## src/rtl/reset_seq_pkg.sv

```systemverilog
// reset_seq_pkg: shared state, cause encodings and counter width helper for the reset sequencer
package reset_seq_pkg;
  typedef enum logic [1:0] {HOLD, RELEASE, RUN, SOFT} state_t;
  localparam logic [1:0] CAUSE_POWER  = 2'd0;
  localparam logic [1:0] CAUSE_BUTTON = 2'd1;
  localparam logic [1:0] CAUSE_SOFT   = 2'd2;
  function automatic int cnt_w(input int max_val);
    return (max_val < 1) ? 1 : $clog2(max_val + 1);
  endfunction
endpackage

```

## src/rtl/reset_debounce.sv

```systemverilog
// reset_debounce: 2-FF synchroniser plus stability counter for the reset button
module reset_debounce
  import reset_seq_pkg::*;
#(
  parameter int DEBOUNCE_CYCLES = 65535
) (
  input  logic clk,
  input  logic reset,
  input  logic button,
  output logic db
);
  localparam int CW = cnt_w(DEBOUNCE_CYCLES - 1);
  localparam logic [CW-1:0] LAST = CW'(DEBOUNCE_CYCLES - 1);
  logic [1:0] sync;
  logic [CW-1:0] cnt;
  // adopt the synchronised level only after it has differed for DEBOUNCE_CYCLES cycles in a row
  always_ff @(posedge clk or posedge reset)
    if (reset) begin
      sync <= '0;
      cnt  <= '0;
      db   <= 1'b0;
    end else begin
      sync <= {sync[0], button};
      if (sync[1] == db) cnt <= '0;
      else if (cnt == LAST) begin
        cnt <= '0;
        db  <= sync[1];
      end else cnt <= cnt + 1'b1;
    end
endmodule

```

## src/rtl/reset_sequencer.sv

```systemverilog
// reset_sequencer: holds reset channels until PLL lock and button release, then releases them in order
module reset_sequencer
  import reset_seq_pkg::*;
#(
  parameter int CHANNELS = 4,
  parameter int RESET_CYCLES = 131071,
  parameter int STAGE_GAP = 1024,
  parameter int DEBOUNCE_CYCLES = 65535,
  parameter logic [CHANNELS-1:0] SOFT_MASK = {{(CHANNELS - 1){1'b1}}, 1'b0},
  parameter int SOFT_CYCLES = 256
) (
  input  logic                clk,
  input  logic                reset,
  input  logic                pll_locked,
  input  logic                button,
  input  logic                soft_req,
  input  logic [CHANNELS-1:0] ack,
  output logic [CHANNELS-1:0] nreset_out,
  output logic                busy,
  output logic [1:0]          cause
);
  localparam int IW = cnt_w(CHANNELS - 1);
  localparam int HW = cnt_w(RESET_CYCLES - 1);
  localparam int GW = cnt_w(STAGE_GAP - 1);
  localparam int SW = cnt_w(SOFT_CYCLES - 1);
  localparam logic [HW-1:0] HOLD_LAST = HW'(RESET_CYCLES - 1);
  localparam logic [GW-1:0] GAP_LAST  = GW'(STAGE_GAP - 1);
  localparam logic [SW-1:0] SOFT_LAST = SW'(SOFT_CYCLES - 1);

  logic [1:0] lock_sync;
  logic button_db, fatal, gap_done;
  state_t state, state_n;
  logic [HW-1:0] hold_cnt, hold_n;
  logic [GW-1:0] gap_cnt, gap_n;
  logic [SW-1:0] soft_cnt, soft_n;
  logic [IW-1:0] idx, idx_n, nxt_idx, lo_idx;
  logic [CHANNELS-1:0] seq_mask, mask_n, nrst_n;
  logic [1:0] cause_n;
  logic nxt_found, lo_found;

  reset_debounce #(.DEBOUNCE_CYCLES(DEBOUNCE_CYCLES)) u_button (
    .clk(clk), .reset(reset), .button(button), .db(button_db)
  );

  // PLL lock is synchronised but deliberately not debounced: loss must act fast
  always_ff @(posedge clk or posedge reset)
    if (reset) lock_sync <= '0;
    else lock_sync <= {lock_sync[0], pll_locked};

  assign fatal    = ~lock_sync[1] | button_db;
  assign gap_done = (gap_cnt == GAP_LAST);

  // find the next channel of the active sequence after idx, and the first soft-masked channel
  always_comb begin
    nxt_found = 1'b0;
    nxt_idx   = '0;
    lo_found  = 1'b0;
    lo_idx    = '0;
    for (int i = CHANNELS - 1; i >= 0; i--) begin
      if (seq_mask[i] && i > int'(idx)) begin
        nxt_found = 1'b1;
        nxt_idx   = IW'(i);
      end
      if (SOFT_MASK[i]) begin
        lo_found = 1'b1;
        lo_idx   = IW'(i);
      end
    end
  end

  // sequencing decisions; outputs are computed alongside the next state so they register together
  always_comb begin
    state_n = state;
    hold_n  = '0;
    gap_n   = gap_cnt;
    soft_n  = soft_cnt;
    idx_n   = idx;
    mask_n  = seq_mask;
    nrst_n  = nreset_out;
    cause_n = cause;
    if (state == HOLD) begin
      nrst_n = '0;
      hold_n = fatal ? '0 : hold_cnt + 1'b1;
      if (!fatal && hold_cnt == HOLD_LAST) begin
        state_n   = RELEASE;
        hold_n    = '0;
        idx_n     = '0;
        gap_n     = '0;
        mask_n    = '1;
        nrst_n[0] = 1'b1;
      end
    end else if (fatal) begin
      state_n = HOLD;
      nrst_n  = '0;
      cause_n = button_db ? CAUSE_BUTTON : CAUSE_POWER;
    end else if (state == RELEASE) begin
      gap_n = gap_done ? gap_cnt : gap_cnt + 1'b1;
      if (gap_done && ack[idx]) begin
        if (nxt_found) begin
          idx_n           = nxt_idx;
          gap_n           = '0;
          nrst_n[nxt_idx] = 1'b1;
        end else state_n = RUN;
      end
    end else if (state == RUN) begin
      if (soft_req) begin
        state_n = SOFT;
        soft_n  = '0;
        nrst_n  = nreset_out & ~SOFT_MASK;
        cause_n = CAUSE_SOFT;
      end
    end else begin
      soft_n = soft_cnt + 1'b1;
      if (soft_cnt == SOFT_LAST) begin
        soft_n = '0;
        mask_n = SOFT_MASK;
        if (lo_found) begin
          state_n        = RELEASE;
          idx_n          = lo_idx;
          gap_n          = '0;
          nrst_n[lo_idx] = 1'b1;
        end else state_n = RUN;
      end
    end
  end

  // state and output registers; busy tracks whether any channel will still be held
  always_ff @(posedge clk or posedge reset)
    if (reset) begin
      state      <= HOLD;
      hold_cnt   <= '0;
      gap_cnt    <= '0;
      soft_cnt   <= '0;
      idx        <= '0;
      seq_mask   <= '1;
      nreset_out <= '0;
      busy       <= 1'b1;
      cause      <= CAUSE_POWER;
    end else begin
      state      <= state_n;
      hold_cnt   <= hold_n;
      gap_cnt    <= gap_n;
      soft_cnt   <= soft_n;
      idx        <= idx_n;
      seq_mask   <= mask_n;
      nreset_out <= nrst_n;
      busy       <= ~&nrst_n;
      cause      <= cause_n;
    end
endmodule

```

## config.mk

```make
export PLATFORM = sky130hd
export DESIGN_NAME = reset_sequencer
export DESIGN_NICKNAME = d
export VERILOG_FILES = /design/src/rtl/reset_seq_pkg.sv /design/src/rtl/reset_debounce.sv /design/src/rtl/reset_sequencer.sv
export SDC_FILE = /design/constraint.sdc
export NUM_CORES = 1
export LEC_CHECK = 0
export BUFFER_PORTS_ARGS = -buffer_cell sky130_fd_sc_hd__buf_2
export CAP_MARGIN = 10
export CORE_ASPECT_RATIO = 1.2
export CORE_UTILIZATION = 61
export CTS_CLUSTER_DIAMETER = 150
export DETAILED_ROUTE_END_ITERATION = 16
export PLACE_DENSITY = 0.79
export SLEW_MARGIN = 20
export SYNTH_ARGS = -nofsm -noshare
export SYNTH_HDL_FRONTEND = slang
export SYNTH_SLANG_ARGS = --single-unit
```

## constraint.sdc

```tcl
create_clock -name clk -period 2.5 [get_ports clk]
set_input_delay 0.125 -clock clk [delete_from_list [all_inputs] [get_ports clk]]
set_output_delay 0.125 -clock clk [all_outputs]
set_load 0.01 [all_outputs]
```

==> Word-level counts from Yosys, hierarchy flattened <==
Index checks and enable logic that the tools add are counted.
{ "word_totals": {"reg_bits": 71, "latchBits": 0, "ramBits": 0, "romBits": 0, "out_inout_bits": 7, "wordCells": 134, "memories": 0} }
{ "classes": {"n_addsub": 4, "mul": 0, "n_div": 0, "n_lt_le_gt_ge": 6, "eq_ne": 19, "shift": 0, "muxes": 63, "n_bitwise": 7, "reduce_logical": 22} }
{ "ops": {"columns": ["op", "count"], "rows": [
  ["10-bit 2-to-1 mux", 9],
  ["4-bit 2-to-1 mux", 13],
  ["17-bit 2-to-1 mux", 3],
  ["2-bit 2-to-1 mux", 24],
  ["16-bit 2-to-1 mux", 2],
  ["8-bit 2-to-1 mux", 3],
  ["17-bit by 1-bit adder with 17-bit output (second input constant)", 1],
  ["17-bit equality test (second input constant)", 1],
  ["16-bit by 1-bit adder with 16-bit output (second input constant)", 1],
  ["16-bit equality test (second input constant)", 1],
  ["4-bit AND reduction", 4],
  ["10-bit by 1-bit adder with 10-bit output (second input constant)", 1],
  ["10-bit equality test (second input constant)", 1],
  ["5-bit AND reduction", 2],
  ["8-bit by 1-bit adder with 8-bit output (second input constant)", 1],
  ["8-bit equality test (second input constant)", 1],
  ["2-bit inequality test (second input constant)", 4],
  ["1-bit 2-to-1 mux", 7],
  ["1-bit logical AND", 6],
  ["2-bit by 3-bit < comparator with 1-bit output (second input constant)", 2],
  ["3-bit inequality test (second input constant)", 2],
  ["6-bit AND reduction", 1],
  ["2-bit nonzero test", 3],
  ["5-bit inequality test (second input constant)", 1],
  ["other kinds (20)", 27]
]} }

==> Longest topological paths before layout <==
{ "logic_depth": {"depth_word": 17, "mapped_depth": 10, "mapped_depth_nobuf": 7} }

==> Hierarchy <==
Synthesis repeated with hierarchy kept, for this count alone.
{ "unflattened": {"hier_cells": 377, "hier_area_um2": 3653.5} }
{ "by_module_without_submodules": {"columns": ["module", "n_inst", "cells_per_inst", "area_each_um2"], "rows": [
  ["reset_sequencer", 1, 292, 2740.1],
  ["reset_debounce", 1, 85, 913.4]
]} }

==> Least setup slack after synthesis <==
Ideal clock, no wire load.
{ "synth_path": {"path_type": "reg-to-reg", "from": "register state[1]", "to": "register soft_cnt[0]", "setup_time_ps": 125, "arrival_time_ps": 2052, "required_time_ps": 2375, "path_slack_ps": 323, "path_stages_with_launch": 9, "path_buffers": 3, "synth_period_minus_slack_ps": 2177, "path_cell_list": "dfrtp_1 inv_1 ha_1 buf_6 or4b_4 buf_6 or2_1 buf_6 mux2_4"} }
{ "synth_via": {"elab_chain_len": 3} }
{ "synth_lines": {"columns": ["item", "line", "text"], "rows": [
  ["start: declaration", "reset_sequencer.sv:32", "state_t state, state_n;"],
  ["start signal: assignment", "reset_sequencer.sv:140", "state <= state_n;"],
  ["2-bit equality test, or another cell as far along", "reset_sequencer.sv:105", "end else if (state == RUN) begin"],
  ["2-bit inequality test (no source line) or 1-bit NOT (tied branches)", null, null],
  ["4-bit AND reduction (no source line)", null, null],
  ["end signal: assignment", "reset_sequencer.sv:143", "soft_cnt <= soft_n;"],
  ["end: declaration", "reset_sequencer.sv:35", "logic [SW-1:0] soft_cnt, soft_n;"]
]} }
Several ways; a longest one is shown, not always the timed one.
A chain may end at the register's enable or synchronous reset.

==> Worst setup path in the final report <==
{ "layout_path": {"from": "register state[0]", "to": "register soft_cnt[7]"} }
Same word-level chain as after synthesis.

==> results.toml <==
[run_status]
status = "complete, no violations"

[clock_network]
path_clk_slew_ns = 0.07
cts_setup_buffers = 0
cts_tree = "yes"
clockBufferDepth = 2
htreeDepth = 3
cts_made_buffers = 9
cts_sinks = 67
worst_skew_pair.late_latency_ns = 0.34
cts_root_buf = "clkbuf_8"

[sta]
fmax_mhz = 440
hold_viol_final = 0
relSlewSlack_pct = 47.2
setup_viol = 0
finClkSkew_ns = 0.00901
fin_crit_sh_pct = 90.9
slew_violations = 0
tightestPinTransition_ns = 0.791
whs_ns = 0.0138
tns_ns = 0
min_period_ns = 2.27
rsz0062_at_grt = "no"

[floorplan]
fp.coreArea_um2 = 5710
placementRows = 30
fp.dieW_um = 72.6
die-area_um2 = 6290
die-height_um = 86.7
initial_core_util_pct = 63.9
boundaryPins = 16

[critical_path]
path_class = "flop to flop"
start_kind = "flop"
critPathRequiredTime_ns = 2.71
reg2reg_to = "soft_cnt[7]"
crit-reg2reg-launch = "state[0]"
r2r_cells = 6
r2r_slack_ns = 0.23
startpoint = "state[0]"
path_max_fanout = 10
arrival_ns = 2.49
end_kind = "flop"
worstSetupEndpoint = "soft_cnt[7]"

[pwr]
p_switching_w = 0.000453
p_total_w = 0.00211
p_comb_share_pct = 3.2
p_sw_share_pct = 21.4
p_leak_nw = 1.73
seqPwrFrac_pct = 52.5
pwr-share-clk_pct = 44.3
p_int_w = 0.00166
ir_drop_mv = 0.460
power_density_nw_per_um2 = 530

[layout]
antenna_cells = 0
drive_above_1_share_pct = 12.7
syn2layout_area_growth_pct = 9.40
instances_no_fill = 490
mostFrequentLayoutCells = "dfrtp_1, nor2_1, nand2_1"
nNetsFinal = 427
fin_util_pct = 69.9
layout_commonest_cell = "dfrtp_1"

[synth]
syn_area_per_cell_um2 = 9.42
ys_warn_count = 0
syn_area_um2 = 3650
synth_top_area_share_pct = 45.3
ys_seq_area_share_pct = 46.0
synth_cell_types = 60
async_flop_share_pct = 100
synth-seq-cells = 67
syn-num-nets = 409
synth.area.top_cells = "dfrtp_1, nor2_1, xnor2_1"
synth_cells = 387
synth_edf_count = 0
synth_largest_area_cell = "dfrtp_1"
synthFlopType = "dfrtp_1"

[route]
wl_per_cell_um = 14.6
wirelength_um = 7130
drc_errors = 0
routed_via_density = 5.86
ant_nets = 0
first_pass_iters = 5
drt_iter0_markers = 183
num_vias = 2873

[place]
port_buffers = 15
gp_congestion = 0.872
dp_hpwl_um = 4900
dp_cells = 472

[grt]
grt_pass1_vias = 2782
grtUsageTotal_pct = 25.1
grt_max_degree = 68
antenna_found_initial = 0
grt_remaining_overflow = 0
grt_pass1_wl_um = 12100

[min_path]
hp-class = "input port to asynchronous set/reset pin"

[run]
drv_cap = 0
[worst max-delay path: stages, from the launching register on]
cell     delay [ns]
dfrtp_1        0.43
inv_1          0.13
ha_1           0.36
or4b_4         0.60
or2_1          0.33
nor2_2         0.18
o32ai_1        0.10
[power by group through the flow]
stage          Combinational (W)  Sequential (W)  Clock (W)
3_5_place_dp           0.0000654         0.00113          0
6_report               0.0000678         0.00111   0.000936
4_1_cts                0.0000695         0.00111   0.000956
5_1_grt                0.0000783         0.00111   0.000996
2_1_floorplan          0.0000471         0.00112          0
3_3_place_gp           0.0000651         0.00113          0
[per-stage QoR]
step	setup slack [ns]	instance area (um2)
finish	0.228	3990
global route	0.0665	3990
CTS	0.187	3990
detailed placement	0.209	3760
global placement	0.331	3760
floorplan	0.323	3650
[flip-flops by register name (all words and copies together), names as in the netlist]
| register | cells |
|---|---|
| hold_cnt | 17 |
| u_button.db | 1 |
| soft_cnt | 8 |
| u_button.sync | 2 |
| nreset_out | 4 |
| lock_sync | 2 |
| idx | 2 |
| gap_cnt | 10 |
| busy | 1 |
| u_button.cnt | 16 |
| state | 2 |
| cause | 2 |
[cell usage after synthesis, types with 3 or more instances]
master	number
xnor2_1	19
buf_2	6
and4_1	6
and2_1	3
nor2b_1	7
a41o_1	3
inv_1	18
clkbuf_1	3
o21ai_0	11
a21oi_1	20
nor3_1	15
dfrtp_1	66
xor2_1	11
ha_1	13
nand3_1	17
and3_1	6
buf_6	3
nand4_1	12
or3_1	4
nor2_1	57
nand2_1	30
o21ai_1	9
[layer usage]
| layer | global-route usage (%) | routed length [um] | vias to the layer above | share of wire (%) |
|---|---|---|---|---|
| li1 | - | - | 1394 | - |
| met5 | 0 | 0 | - | 0 |
| met1 | 30.1 | 3090 | 1391 | 43 |
| met2 | 43.4 | 3590 | 76 | 50 |
| met3 | 4.42 | 312 | 12 | 4.4 |
| met4 | 11.9 | 143 | 0 | 2.0 |
[how the worst min path moves through the flow]
| stage | start | endpoint | slack [ns] | cells past startpoint |
|---|---|---|---|---|
| after floorplan | pll_locked | lock_sync[0] | 0.16 | 0 |
| final | reset | hold_cnt[6] | 0.01 | 3 |
| after detailed placement | button | u_button.sync[0] | 0.23 | 1 |
| after global routing | reset | u_button.cnt[12] | 0.10 | 3 |
| after global placement | pll_locked | lock_sync[0] | 0.23 | 1 |
| after CTS | reset | hold_cnt[6] | 0.05 | 3 |
[logic make-up (layout without fill, tap and decap cells)]
family                     Yosys count  after routing  synth area share [%]
muxes                                4              4                  1.61
AOI/OAI and AO/OA                   69             69                  12.3
and+or+nand+nor                    172            172                  24.1
DFF                                 67             67                  46.0
adders and majority gates           13             13                  4.46
xor gates and xnor gates            30             30                  7.21
buffers and inverters               32             55                  4.32
[final cells by class]
type,count,area (um2)
Multi-Input combinational cell,288,1810
Inverter,18,67.6
Clock inverter,2,35.0
Timing Repair Buffer,21,125
Sequential cell,67,1680
Fill cell,442,1720
Tap cell,80,100
Clock buffer,14,173
[repair_timing]
item,CTS,global route
setup endpoints to repair,0,3
endpoints found under the hold margin,2,0
hold buffers,2,0
resized for setup,0,1
(Power assumes the default switching activity.)
